<file path="src/rtl/seq_divider_64by32_if.sv">
// Valid/ready bundle for the 64-by-32 restoring divider.
// master = requester/consumer side, slave = divider side.
interface seq_divider_64by32_if #(
    parameter int DIVIDEND_W = 64,
    parameter int DIVISOR_W  = 32
);
    logic                  in_valid;
    logic                  in_ready;
    logic [DIVIDEND_W-1:0] dividend;
    logic [DIVISOR_W-1:0]  divisor;
    logic                  out_valid;
    logic                  out_ready;
    logic [DIVIDEND_W-1:0] quotient;
    logic [DIVISOR_W-1:0]  remainder;
    logic                  div_by_zero;

    modport master (
        output in_valid, dividend, divisor, out_ready,
        input  in_ready, out_valid, quotient, remainder, div_by_zero
    );

    modport slave (
        input  in_valid, dividend, divisor, out_ready,
        output in_ready, out_valid, quotient, remainder, div_by_zero
    );
endinterface

</file>
<file path="src/rtl/seq_divider_64by32.sv">
// Restoring divider, one quotient bit per clock.
// Inverse of the 32x32 multiplier: (a*b, b) -> (a, 0).
module seq_divider_64by32 #(
    parameter int DIVIDEND_W = 64,
    parameter int DIVISOR_W  = 32
) (
    input logic               clk,
    input logic               rst,
    seq_divider_64by32_if.slave bus
);
    localparam int CW = $clog2(DIVIDEND_W);

    typedef enum logic [1:0] {
        S_IDLE,
        S_BUSY,
        S_DONE
    } state_t;

    state_t                r_state;
    state_t                w_next;
    logic [DIVIDEND_W-1:0] r_q;
    logic [DIVISOR_W-1:0]  r_d;
    logic [DIVISOR_W-1:0]  r_r;
    logic [CW-1:0]         r_cnt;
    logic                  r_zero;
    logic [DIVIDEND_W-1:0] r_quot;
    logic [DIVISOR_W-1:0]  r_rem;
    logic                  r_dz;

    logic                  w_accept;
    logic [DIVISOR_W:0]    w_t;
    logic                  w_ge;
    logic [DIVISOR_W-1:0]  w_diff;
    logic [DIVISOR_W-1:0]  w_r_nxt;
    logic [DIVIDEND_W-1:0] w_q_nxt;

    assign w_accept = bus.in_valid && (r_state == S_IDLE);

    // Partial remainder stays below D, so its top bit is implicitly 0.
    assign w_t     = {r_r, r_q[DIVIDEND_W-1]};
    assign w_ge    = (w_t >= {1'b0, r_d});
    assign w_diff  = w_t[DIVISOR_W-1:0] - r_d;
    assign w_r_nxt = w_ge ? w_diff : w_t[DIVISOR_W-1:0];
    assign w_q_nxt = {r_q[DIVIDEND_W-2:0], w_ge};

    always_comb begin
        w_next = r_state;
        unique case (r_state)
            S_IDLE: if (w_accept) w_next = S_BUSY;
            S_BUSY: if (r_zero || (r_cnt == '0)) w_next = S_DONE;
            S_DONE: if (bus.out_ready) w_next = S_IDLE;
            default: w_next = S_IDLE;
        endcase
    end

    always_ff @(posedge clk or posedge rst) begin
        if (rst) r_state <= S_IDLE;
        else     r_state <= w_next;
    end

    always_ff @(posedge clk or posedge rst) begin
        if (rst) begin
            r_q    <= '0;
            r_d    <= '0;
            r_r    <= '0;
            r_cnt  <= '0;
            r_zero <= 1'b0;
            r_quot <= '0;
            r_rem  <= '0;
            r_dz   <= 1'b0;
        end else if (w_accept) begin
            r_q    <= bus.dividend;
            r_d    <= bus.divisor;
            r_r    <= '0;
            r_cnt  <= CW'(DIVIDEND_W - 1);
            r_zero <= (bus.divisor == '0);
        end else if (r_state == S_BUSY) begin
            // Zero divisor spends one BUSY cycle and skips the iterations.
            if (r_zero) begin
                r_quot <= '1;
                r_rem  <= r_q[DIVISOR_W-1:0];
                r_dz   <= 1'b1;
            end else begin
                r_q   <= w_q_nxt;
                r_r   <= w_r_nxt;
                r_cnt <= r_cnt - 1'b1;
                if (r_cnt == '0) begin
                    r_quot <= w_q_nxt;
                    r_rem  <= w_r_nxt;
                    r_dz   <= 1'b0;
                end
            end
        end
    end

    assign bus.in_ready    = (r_state == S_IDLE);
    assign bus.out_valid   = (r_state == S_DONE);
    assign bus.quotient    = r_quot;
    assign bus.remainder   = r_rem;
    assign bus.div_by_zero = r_dz;
endmodule

</file>
<file path="src/flat_wrapper.sv">
// flat-port wrapper written by rule: the top's interface ports become plain ports
module seq_divider_64by32_flat 
#(
    parameter int DIVIDEND_W = 64,
    parameter int DIVISOR_W  = 32
)
  (clk, rst, bus_in_valid, bus_dividend, bus_divisor, bus_out_ready, bus_in_ready, bus_out_valid, bus_quotient, bus_remainder, bus_div_by_zero);
  seq_divider_64by32_if #(.DIVIDEND_W(DIVIDEND_W), .DIVISOR_W(DIVISOR_W)) bus_i ();
  input logic clk;
  input logic rst;
  input wire logic [$bits(bus_i.in_valid)-1:0] bus_in_valid;
  input wire logic [$bits(bus_i.dividend)-1:0] bus_dividend;
  input wire logic [$bits(bus_i.divisor)-1:0] bus_divisor;
  input wire logic [$bits(bus_i.out_ready)-1:0] bus_out_ready;
  output wire logic [$bits(bus_i.in_ready)-1:0] bus_in_ready;
  output wire logic [$bits(bus_i.out_valid)-1:0] bus_out_valid;
  output wire logic [$bits(bus_i.quotient)-1:0] bus_quotient;
  output wire logic [$bits(bus_i.remainder)-1:0] bus_remainder;
  output wire logic [$bits(bus_i.div_by_zero)-1:0] bus_div_by_zero;
  assign bus_i.in_valid = bus_in_valid;
  assign bus_i.dividend = bus_dividend;
  assign bus_i.divisor = bus_divisor;
  assign bus_i.out_ready = bus_out_ready;
  assign bus_in_ready = bus_i.in_ready;
  assign bus_out_valid = bus_i.out_valid;
  assign bus_quotient = bus_i.quotient;
  assign bus_remainder = bus_i.remainder;
  assign bus_div_by_zero = bus_i.div_by_zero;
  seq_divider_64by32 #(.DIVIDEND_W(DIVIDEND_W), .DIVISOR_W(DIVISOR_W)) u_core (.clk(clk), .rst(rst), .bus(bus_i));
endmodule
</file>
<file path="config.mk">
export PLATFORM = sky130hd
export DESIGN_NAME = seq_divider_64by32_flat
export DESIGN_NICKNAME = d
export VERILOG_FILES = /design/src/rtl/seq_divider_64by32_if.sv /design/src/rtl/seq_divider_64by32.sv /design/src/flat_wrapper.sv
export SDC_FILE = /design/constraint.sdc
export NUM_CORES = 1
export LEC_CHECK = 0
export ABC_CLOCK_PERIOD_IN_PS = 14000
export BUFFER_PORTS_ARGS = -buffer_cell sky130_fd_sc_hd__buf_2
export CAP_MARGIN = 20
export CORE_MARGIN = 2
export CORE_UTILIZATION = 55
export DETAILED_ROUTE_END_ITERATION = 10
export PLACE_DENSITY_LB_ADDON = 0.05
export SLEW_MARGIN = 20
export SYNTH_ARGS = -nofsm -noshare
export SYNTH_HDL_FRONTEND = slang
export SYNTH_SLANG_ARGS = --single-unit
</file>
<file path="constraint.sdc">
create_clock -name clk -period 14 [get_ports clk]
set_input_delay 1.4 -clock clk [delete_from_list [all_inputs] [get_ports clk]]
set_output_delay 1.4 -clock clk [all_outputs]
set_load 0.03 [all_outputs]
</file>
==> results.txt <==
The largest fanout of any net on the critical path is 33. For this run, the number of Yosys warnings is 0. The via count of the first global-routing pass is 9,349. The number of clock sinks came out at 234. The synthesized instance count came out at 1,327. Summed over all layers, the routed wires come to 31,300 um. The final instance area came out at 13,500 um^2. In the final routed layout, each cell accounts on average for 17.6 um. In this run the remaining antenna-violating nets after routing total 0. Overall power consumption after layout is estimated at 3.15 mW. The hold slack came out at 0.478 ns. The setup violation total in the final timing report is 0. The chip height is 149 um. Buffers added to address setup during post-CTS repair amount to 0. The overall routing resource usage is 28.3%. The count of buffers from port buffering is 198. The net total in the final layout came out at 1,618. The core area is 20,800 um^2. The number of iterations in the first detailed-routing pass is 5. The data arrival time of the critical path came out at 3.74 ns. The number of top-level pins is 199. In this run the top signal layer used is met4. The global-route wire length before repair is 50,300 um.

The hold buffer count at cts came out at 0. The final period demand of the worst path came out at 3.29 ns. The number of antenna diodes in the final layout is 0. The post-synthesis net count came out at 1,462. The routed metal-1 wirelength came out at 14,300 um. Of all cell types, the one taking the most synthesized area is sky130_fd_sc_hd__dfrtp_1. The ratio of final minimum period to clock period came out at 23.5%. The total number of vias is 10,100. The number of register bits inferred by synthesis is 234. The met3 layer wire length in the routed design came out at 2000 um. The number of clock buffers inserted by TritonCTS came out at 26. Post-CTS repair changed the size of 0 cells. The cell leakage power is 6.86 nW. The share of layout cells above drive strength 1 is 17.5%. In the detailed route, the total length drawn on met2 is 14,300 um. The remaining global-route overflow is 0. The flow ran to the end, and the final reports show no timing, DRC or antenna violations.

The setup total negative slack came out at 0 ns. The async set or reset register ratio after synthesis is 100%. The number of vias per cell came out at 5.66. The largest vdd supply drop came out at 0.000150 V.

The share of the Yosys chip area taken by registers is 50.5%. The transition at the pin with the smallest max-transition slack is 1.11 ns. The violation count after the first detailed-routing iteration is 723. The number of rows in the core area came out at 53. The achievable clock frequency came out at 0.304 GHz.

The post-synthesis area per instance came out at 8.73 um^2. At the end of routability-driven placement, the weighted congestion stood at 0.926. The worst pin sits at a relative slew slack of 25.9%.

The DRC violations left is 0. The critical path is of the flop to flop type. The sort of element at the end of the critical path is a flop. Counting distinct cell types in the post-synthesis netlist gives 55. The worst clock skew came out at 0.0199 ns. The initial antenna violation count is 0. Clock tree synthesis selected as its root buffer the cell sky130_fd_sc_hd__clkbuf_16.

After clock tree synthesis, the clock-pin slew on the worst setup and hold paths is 0.06 ns. The number of enable flip-flop cells after synthesis came out at 0. The number of pins with negative max-slew slack in the final report came out at 0.

The total of fill cells in the finished design came out at 1,845. Entering global routing, the biggest net connects 106 pins. Setup repair after global routing left no endpoint under its margin.

The HPWL reported at the end of detailed placement is 21,600 um. The cell area that synthesis handed to floorplanning was 11,600 um^2. The initial cell density of the core is 55.6%.

The floorplan step set the die width to 149 um. The area growth from synthesis to layout is 16.6%. The min-delay analysis places its worst path in the category flop to flop. The areal power density over the cells is 233 nW/um^2. TritonCTS built the clock tree.

Counting along the longest clock path gives a buffer depth of 3. The number of hold violations in the final report came out at 0. The utilization of the core after routing came out at 64.9%. The H-tree level count is 1. The endpoint required time on the critical path is 14.45 ns.

The area of the die is 22,200 um^2. In the post-synthesis netlist, the biggest area contributors are sky130_fd_sc_hd__dfrtp_1 51%, sky130_fd_sc_hd__nand2_1 8.3%, sky130_fd_sc_hd__nor2_1 6.0%. The most used flip-flop cell after synthesis is sky130_fd_sc_hd__dfrtp_1. In this run the cell area measured after placement is 12,600 um^2. The clock insertion delay at the later pin of the skew report came out at 0.53 ns. The reported max-cap violation count is 0. The worst setup path is launched from a flop. The area share of the largest cell type after synthesis came out at 50.5%.
[layout by cell type (no fill, tap or decap), drive strengths merged, types with 2 or more instances in the layout]
cell	synthesis	routed
a21boi	2	2
a31oi	58	58
xor2	9	9
or3	3	3
ha	34	34
a21o	10	10
and3	9	9
o21bai	6	6
nand2	258	258
nand3	34	34
o21ai	88	88
o22ai	26	26
o31a	3	3
buf	13	207
and2	2	2
o211ai	2	2
nor2	185	185
nand4	10	10
o31ai	2	2
a221oi	3	3
mux2i	30	30
a41oi	3	3
nor3	6	6
clkinv	0	7
nand2b	4	4
clkbuf	62	39
nor4	9	9
dfrtp	234	234
a22oi	14	14
xnor2	24	24
inv	50	50
a21oi	115	115
[kinds of logic after synthesis]
group | after synthesis | share of synthesized area, %
AO/OA/AOI/OAI | 342 | 17.1
XOR/XNOR | 33 | 2.49
adder cells (fa/ha/maj) | 35 | 3.84
buffers and inverters | 129 | 4.95
flip-flops | 234 | 50.5
multiplexers | 31 | 2.69
AND/OR/NAND/NOR | 523 | 18.4
[worst paths after layout]
path / startpoint / to / slack [ns] / cells past startpoint
min in group asynchronous: rst / u_core.bus.quotient[6] / 0.93 / 2
max in group asynchronous: rst / u_core.bus.remainder[21] / 11.63 / 3
max reg2reg: u_core.r_r[21] / u_core.bus.remainder[0] / 10.71 / 10
min reg2reg: u_core.bus.div_by_zero / u_core.bus.div_by_zero / 0.48 / 2
max: u_core.r_r[21] / u_core.bus.remainder[0] / 10.71 / 10
min: u_core.bus.div_by_zero / u_core.bus.div_by_zero / 0.48 / 2
[layout make-up]
class / count / area (um^2) / area share (%)
clock buffers: 39 / 769 / 5.69
clock inverters: 8 / 76.3 / 0.565
inverters: 50 / 195 / 1.44
multi-input cells: 964 / 5190 / 38.4
flip-flops and latches: 234 / 5860 / 43.3
well taps: 275 / 344 / 2.55
repair buffers: 207 / 1080 / 7.98
[where the power goes]
part           leakage (nW)  switching, mW  internal (mW)
combinational          3.45          0.845          0.557
sequential             2.99          0.182          0.893
clock                 0.422          0.273          0.397
total                  6.86           1.30           1.85
[cell usage after synthesis (all sizes together), types with 10 or more instances]
cell type,number
inv,50
nand3,34
o21ai,88
ha,34
nand4,10
nand2,258
a21oi,115
clkbuf,62
nor2,185
buf,13
a21o,10
a22oi,14
mux2i,30
dfrtp,234
xnor2,24
o22ai,26
a31oi,58
[sequential cells by signal, summed over array words and instances, names as in the netlist, 2 cells and up]
register / flops
u_core.bus.quotient: 64
u_core.r_q: 64
u_core.bus.remainder: 32
u_core.r_d: 32
u_core.r_r: 32
u_core.r_cnt: 6
u_core.r_state: 2
[through the flow]
step	std cells	setup slack, ns
2_1_floorplan	1327	6.18
3_3_place_gp	1729	10.73
3_5_place_dp	1729	10.72
4_1_cts	1776	10.70
5_1_grt	1777	10.49
6_report	1777	10.71
[routing by layer]
layer	GRT usage (%)	vias up
met5	0	-
met4	6.52	0
met3	3.46	46
met2	44.7	378
met1	42.1	4750
li1	-	4877
[worst max-delay path: stages, from the launching register on]
cell and delay (ns):
sky130_fd_sc_hd__dfrtp_1 0.40, sky130_fd_sc_hd__ha_1 0.41, sky130_fd_sc_hd__and3_1 0.22, sky130_fd_sc_hd__nand3_1 0.11, sky130_fd_sc_hd__or4_1 0.51, sky130_fd_sc_hd__o31a_1 0.29
sky130_fd_sc_hd__nand4_1 0.10, sky130_fd_sc_hd__nand3_2 0.13, sky130_fd_sc_hd__nand2_4 0.48, sky130_fd_sc_hd__mux2_2 0.42, sky130_fd_sc_hd__a21oi_1 0.14
(Power assumes the default switching activity.)
